==> src/rtl/bcd_updown_counter.sv <==
// Multi-digit BCD up/down counter with synchronous clear, sanitising parallel
// load, wrap or saturate at the terminal values, and registered event pulses.
module bcd_updown_counter #(
    parameter int unsigned DIGITS   = 4,
    parameter bit          SATURATE = 1'b0
) (
    input  logic                  clk,
    input  logic                  rst,
    input  logic                  en,
    input  logic                  up,
    input  logic                  clr,
    input  logic                  load,
    input  logic [4*DIGITS-1:0]   load_val,
    output logic [4*DIGITS-1:0]   bcd_out,
    output logic                  ovf,
    output logic                  at_max,
    output logic                  at_min,
    output logic                  load_err
);

    localparam int unsigned W = 4 * DIGITS;

    logic [1:0]   rst_sync;
    logic         rst_hold;
    logic [W-1:0] count;
    logic [W-1:0] count_nxt;
    logic [W-1:0] inc_val;
    logic [W-1:0] dec_val;
    logic [W-1:0] clean_val;
    logic         carry;
    logic         borrow;
    logic         all9;
    logic         all0;
    logic         bad_digit;
    logic         ovf_nxt;
    logic         load_err_nxt;

    // Reset release is re-timed to clk; assertion stays asynchronous.
    always_ff @(posedge clk or posedge rst) begin
        if (rst) begin
            rst_sync <= 2'b11;
        end else begin
            rst_sync <= {rst_sync[0], 1'b0};
        end
    end

    assign rst_hold = rst_sync[1];

    // Per-digit ripple of carry/borrow, terminal detection and load sanitising.
    always_comb begin
        inc_val   = count;
        dec_val   = count;
        clean_val = load_val;
        carry     = 1'b1;
        borrow    = 1'b1;
        all9      = 1'b1;
        all0      = 1'b1;
        bad_digit = 1'b0;
        for (int k = 0; k < int'(DIGITS); k++) begin
            if (count[4*k +: 4] != 4'd9) all9 = 1'b0;
            if (count[4*k +: 4] != 4'd0) all0 = 1'b0;
            if (carry) begin
                if (count[4*k +: 4] == 4'd9) begin
                    inc_val[4*k +: 4] = 4'd0;
                end else begin
                    inc_val[4*k +: 4] = count[4*k +: 4] + 4'd1;
                    carry             = 1'b0;
                end
            end
            if (borrow) begin
                if (count[4*k +: 4] == 4'd0) begin
                    dec_val[4*k +: 4] = 4'd9;
                end else begin
                    dec_val[4*k +: 4] = count[4*k +: 4] - 4'd1;
                    borrow            = 1'b0;
                end
            end
            if (load_val[4*k +: 4] > 4'd9) begin
                clean_val[4*k +: 4] = 4'd9;
                bad_digit           = 1'b1;
            end
        end
    end

    // Operation select: clr > load > en; losing operations raise no flag.
    always_comb begin
        count_nxt    = count;
        ovf_nxt      = 1'b0;
        load_err_nxt = 1'b0;
        if (clr) begin
            count_nxt = '0;
        end else if (load) begin
            count_nxt    = clean_val;
            load_err_nxt = bad_digit;
        end else if (en) begin
            if (up) begin
                ovf_nxt   = all9;
                count_nxt = (all9 && SATURATE) ? count : inc_val;
            end else begin
                ovf_nxt   = all0;
                count_nxt = (all0 && SATURATE) ? count : dec_val;
            end
        end
    end

    always_ff @(posedge clk or posedge rst) begin
        if (rst) begin
            count    <= '0;
            ovf      <= 1'b0;
            load_err <= 1'b0;
        end else if (rst_hold) begin
            count    <= '0;
            ovf      <= 1'b0;
            load_err <= 1'b0;
        end else begin
            count    <= count_nxt;
            ovf      <= ovf_nxt;
            load_err <= load_err_nxt;
        end
    end

    assign bcd_out = count;
    assign at_max  = all9;
    assign at_min  = all0;

endmodule

==> config.mk <==
export PLATFORM = sky130hd
export DESIGN_NAME = bcd_updown_counter
export DESIGN_NICKNAME = d
export VERILOG_FILES = /design/src/rtl/bcd_updown_counter.sv
export SDC_FILE = /design/constraint.sdc
export NUM_CORES = 1
export LEC_CHECK = 0
export BUFFER_PORTS_ARGS = -buffer_cell sky130_fd_sc_hd__buf_2
export CORE_UTILIZATION = 49
export DETAILED_ROUTE_END_ITERATION = 12
export PLACE_DENSITY = 0.88
export SLEW_MARGIN = 5
export SYNTH_ARGS = -nofsm -noshare
export SYNTH_HDL_FRONTEND = slang
export SYNTH_SLANG_ARGS = --single-unit
==> constraint.sdc <==
create_clock -name clk -period 2.1 [get_ports clk]
set_clock_uncertainty 0.1 [all_clocks]
set_input_delay 0.105 -clock clk [delete_from_list [all_inputs] [get_ports clk]]
set_output_delay 0.105 -clock clk [all_outputs]
set_load 0.03 [all_outputs]
Yosys cells after proc, flatten, opt, wreduce, memory -nomap -nowiden
Cells that the tools add are included.
{ "word_totals": {"ff_bits": 20, "latch_bits": 0, "ramBits": 0, "mem_bits_ro": 0, "input_bits": 22, "out_inout_bits": 20, "word_cells": 98, "memories": 0} }
{ "op_classes": {"n_addsub": 8, "multipliers": 0, "div": 0, "magnitude_cmp": 4, "n_eq_ne": 11, "shift": 0, "mux": 53, "bitwise_logic": 0, "n_reduce_logical": 15} }
{ "op_table": {"columns": ["op", "n"], "rows": [
  ["$mux W16", 5],
  ["$mux W4", 18],
  ["$mux W1", 30],
  ["$reduce_bool A4 Y1", 5],
  ["$add A4 B1 Y4 const B", 4],
  ["$eq A4 B4 Y1 const B", 4],
  ["$gt A4 B4 Y1 const B", 4],
  ["$logic_not A4 Y1", 4],
  ["$ne A4 B4 Y1 const B", 4],
  ["$sub A4 B1 Y4 const B", 4],
  ["$ne A5 B1 Y1 const B", 3],
  ["$reduce_bool A5 Y1", 3],
  ["$reduce_and A3 Y1", 3]
]} }

Depth between registers and ports, before layout
{ "logic_depth": {"depth_word": 10, "ltp_mapped": 7, "depth_no_buf": 7} }

Least setup slack after synthesis
Ideal clock, no wire load.
{ "synth_path": {"kind": "register to register", "startpoint": "register count[14], in the netlist bcd_out[14]", "endpoint": "register ovf", "setup_time_ps": 89, "t_arrival_ps": 2318, "setup_slack_ps": -406, "path_stages_with_launch": 7, "n_path_buf": 1, "synth_period_minus_slack_ps": 2506, "cell_sequence": "dfrtp_1 -> buf_6 -> or4_4 -> or4_1 -> nor3_2 -> mux2i_1 -> nor3b_1"} }
{ "synth_between": {"elab_chain_cells": 7, "elab_cells_between_ends": 9, "cone_classes": "eq/ne: 1; mux: 7; reduce/logical: 1"} }
{ "synth_rtl": {"columns": ["item", "line_no", "rtl"], "rows": [
  ["from (decl)", "25", "logic [W-1:0] count;"],
  ["from (signal assigned)", "116", "count <= count_nxt;"],
  ["$reduce_bool A4 Y1", "61", "if (count[4*k +: 4] != 4'd0) all0 = 1'b0;"],
  ["$mux W1", "61", null],
  ["net at_min", "17", "output logic at_min,"],
  ["$mux W1", "96", "if (up) begin"],
  ["$mux W1", "95", "end else if (en) begin"],
  ["$mux W1", "92", "end else if (load) begin"],
  ["$mux W1", "90", "if (clr) begin"],
  ["$mux W1", "111", "end else if (rst_hold) begin"],
  ["to (signal assigned)", "117", "ovf <= ovf_nxt;"],
  ["to (decl)", "15", "output logic ovf,"]
]} }
The timed path passes the listed nets, and every way through them passes these cells.
A chain may end at the register's enable or synchronous reset.

Final worst setup path
{ "layout_path": {"startpoint": "register count[12], in the netlist bcd_out[12]", "endpoint": "output at_min"} }
{ "layout_between": {"elab_chain_cells": 2} }
{ "layout_rtl": {"columns": ["item", "line_no"], "rows": [
  ["$reduce_bool A4 Y1", "61"],
  ["$mux W1", "61"],
  ["to (decl)", "17"]
]} }
Every way passes these cells.

==> summary.txt <==
STA
  – Final Max Tran Viols: 0
  – Setup ws final: -153 ps
  – Setup_tns: -153 ps
  – Highest Clock Rate: 444 MHz
  – Slew margin rel.: 49.4%
  – RSZ-0062 raised after global routing: true
  – Final hold violation count: 0
  – Worst-margin pin slew: between 700 and 800 ps
  – Final Cycle Share: 107%
  – Endpoints failing setup: 1
  – Minimum clock period after layout: approximately 2300 ps

Route
  – Vias per inst: 5.80
  – Routed WL: roughly 5 mm
  – Remaining DRCs: 0
  – Antenna Nets Post-Route: 0
  – Drt pass-1 iters: 4
  – Total number of vias: 1926
  – Initial DRC count: slightly above 100
  – Routed WL per cell: around 15 um

GRT
  – Global-route wire length before repair: slightly above 8 mm
  – Vias in the first global route: 1850
  – Largest net degree at the start of global routing: 31
  – Grt ovf: 0
  – GRT Util Overall: between 20% and 30%
  – Initial antenna violation count: 0

Finish
  – # nets final: roughly 320
  – Design Area, Final: 0.00236 mm2
  – Area added between synthesis and finish: 32.1%
  – Post-route insts no fill: between 300 and 400
  – Layout cells sized above 1: 32.9%
  – Antenna diode count: 0

Setup path
  – Reg2reg end: bcd_out[8]$_DFFE_PP0P_
  – Critical path's slowest cell: or4_4
  – R2r startpoint: bcd_out[5]$_DFFE_PP0P_
  – Critical path class: reg -> out
  – Reg2reg setup slack: about 30 ps
  – CP Launch Type: flip-flop
  – CP required: 1890 ps
  – CP peak stage delay: roughly 530 ps
  – CP endpoint: at_min
  – Critical Path End Type: output pin
  – Crit-path leading delay family: simple AND/OR/NAND/NOR gates
  – Critical path peak fanout: 2
  – FF-to-FF path depth: 6
  – WP buf/inv: 1
  – Arr. time, crit path: about 2000 ps
  – Cell count along the critical path: 4
  – Crit-path cells: or4_4, or4_4, nor3_4, buf_6
  – Crit. Startpoint: bcd_out[12]$_DFFE_PP0P_
  – Worst path most repeated cell: or4_4

Pwr
  – Power Density: approximately 500 mW/mm2
  – Combinational share of power: between 30% and 40%
  – Switching portion of total power: 32.8%
  – Clock power frac: 28.3%
  – Pwr Total: 1.15 mW
  – Peak supply drop: ~0.00046 V
  – P_int: between 0.7 and 0.8 mW
  – P_sw: about 0.38 mW
  – Cell leakage power: 1.07 nW
  – Seq pwr share: about 36%

Synth
  – Largest family of logic cells by synthesized area: compound AO/OA/AOI/OAI gates
  – Synth Area in Compound Gates: between 20% and 30%
  – Post-Syn Instances: 227
  – Syn Nets: approximately 260
  – Avg Cell Area, Syn: 7.86 um2
  – Post-synthesis mux area share: ~2.2%
  – Largest cells by area after synthesis: dfrtp_1 (25%), a21oi_1 (5.6%), o21ai_0 (5.0%)
  – Ys async rst share: between 90% and 100%
  – Largest area contributor in the netlist: dfrtp_1
  – Post-Syn Area: approximately 0.0018 mm2
  – Main synth FF type: dfrtp_1
  – Synth Area in Adders: under 10%
  – Yosys cell types: 55
  – Post-synth top area share: between 20 and 30%
  – Synth Area in Simple Gates: about a quarter
  – #FFs+latches synth: 20
  – Seq/Total Area, Yosys: about 28%
  – EDFF count, synth: 0
  – Post-synthesis xor/xnor area fraction: between 2 and 3%
  – YS warnings: 0

Floorplan
  – Die X: between 60 and 70 um
  – Row count: 21
  – Die area: 0.00389 mm2
  – CORE AREA: 0.00342 mm2
  – Starting density of the core: roughly 52%
  – Die height: roughly 62 um
  – Top Ports: 42

Clocking
  – CTS tree: built
  – Worst skew pair latency: around 310 ps
  – Clk slew on worst S/H paths: 120 ps
  – Root buffer cell: clkbuf_4
  – H-tree levels: 1
  – CTS Buf Count: 3
  – CTS Buffer Depth: 2
  – Clock sink count: 20

Placement
  – Placer congestion estimate: roughly 0.96
  – Post-DP HPWL: 3.47 mm
  – Post-Place Cells: around 320
  – DP Area: ~0.0022 mm2
  – PortBufs: a little over 40
  – Worst slack, placed: roughly 40 ps

Status
  – Status: finished, violations left
  – Failing checks: negative setup slack

Worst hold path
  – Hold Path Class: in -> reg

Flow run
  – Max Cap Viol: 0
-- routing by layer --
metal  vias up  wire [um]  global-route usage [%]
li1        943          -                       -
met1       894       2200                    34.0
met2        76       2350                    44.0
met3        13        287                    4.23
met4         0         88                    6.40
met5         -          0                       0
-- flip-flops by register name, summed over array words and instances, names as in the netlist --
name	count
ovf	1
rst_sync	2
load_err	1
bcd_out	16
-- power groups by stage --
stage | Sequential (mW) | Clock [mW] | Combinational, mW
3_5_place_dp | 0.425 | 0 | 0.373
5_1_grt | 0.420 | 0.343 | 0.450
6_report | 0.418 | 0.326 | 0.409
3_3_place_gp | 0.424 | 0 | 0.366
2_1_floorplan | 0.462 | 0 | 0.222
4_1_cts | 0.417 | 0.321 | 0.392
-- cell usage in the layout (no fill, tap or decap), types with 4 or more instances in the layout --
master and instances:
buf_2 40, buf_4 24, a21oi_1 19, o21ai_0 18
nand2_1 15, dfrtp_1 13, inv_1 11, nor2_1 10
nand3_1 9, dlygate4sd3_1 8, nand3b_1 6, ha_1 6
xnor2_1 5, o21bai_1 5, nor2b_1 5, o22ai_1 5
nand2b_1 5, dfrtp_2 5, o21a_1 4, mux2i_1 4
a22o_1 4
-- logic make-up after synthesis --
group / after synthesis
adders and majority gates: 7
other: 1
xor gates and xnor gates: 6
muxes: 4
and+or+nand+nor: 79
DFF: 20
AOI/OAI and AO/OA: 79
buffers and inverters: 31
-- cell type report --
| class | count | area (um2) |
|---|---|---|
| Inverter | 13 | 53.8 |
| Sequential cell | 20 | 509 |
| Clock inverter | 1 | 30.0 |
| Clock buffer | 3 | 22.5 |
| Tap cell | 46 | 57.6 |
| Timing Repair Buffer | 73 | 472 |
| Multi-Input combinational cell | 176 | 1210 |
| Fill cell | 268 | 1060 |
-- worst min path at each step --
stage	from	to	slack, ps	depth (start not counted)
floorplan	rst	bcd_out[0]$_DFFE_PP0P_	-30	1
global placement	rst	load_err$_DFF_PP0_	160	2
detailed placement	rst	load_err$_DFF_PP0_	170	2
CTS	load_val[4]	bcd_out[4]$_DFFE_PP0P_	9	4
global route	load_val[4]	bcd_out[4]$_DFFE_PP0P_	30	4
finish	load_val[4]	bcd_out[4]$_DFFE_PP0P_	10	4
-- cell usage after synthesis (all sizes together), types with 2 or more instances --
| cell type | number |
|---|---|
| nand4 | 2 |
| a211o | 2 |
| nor4 | 3 |
| buf | 4 |
| or4 | 2 |
| and3 | 2 |
| a311oi | 3 |
| ha | 7 |
| clkbuf | 14 |
| or3 | 2 |
| mux2i | 4 |
| nor2 | 11 |
| nor2b | 5 |
| nand3b | 6 |
| o21a | 4 |
| dfrtp | 18 |
| inv | 13 |
| a22o | 4 |
| a21oi | 20 |
| dfstp | 2 |
| nand2b | 5 |
| a31oi | 3 |
| xnor2 | 5 |
| or3b | 2 |
| o31ai | 3 |
| nor3 | 6 |
| o22ai | 5 |
| nand2 | 15 |
| nand3 | 9 |
| o21bai | 5 |
| or2 | 2 |
| o21ai | 21 |
| o211ai | 2 |
| nor3b | 2 |
-- tightest hold or removal path: stages --
cell and delay (ps):
buf_2 70, nand3b_1 90, o21ai_1 60, nor2_1 70
-- stage by stage --
stage                     util (%)  hold slack [ps]
after CTS                     67.5             9.28
after floorplan                  -            -33.0
after detailed placement      63.3              169
final                         69.0             12.4
after global routing          69.0             33.1
after global placement        63.3              165
-- repair_timing --
item | in CTS | in global routing
setup buffers | 0 | 3
hold buffers | 8 | 0
pin swaps | 2 | 4
endpoints found under the setup margin | 4 | 10
resized for setup | 4 | 6
hold endpoints to repair | 25 | 0
Note: power is estimated with default switching activity, not from simulation.
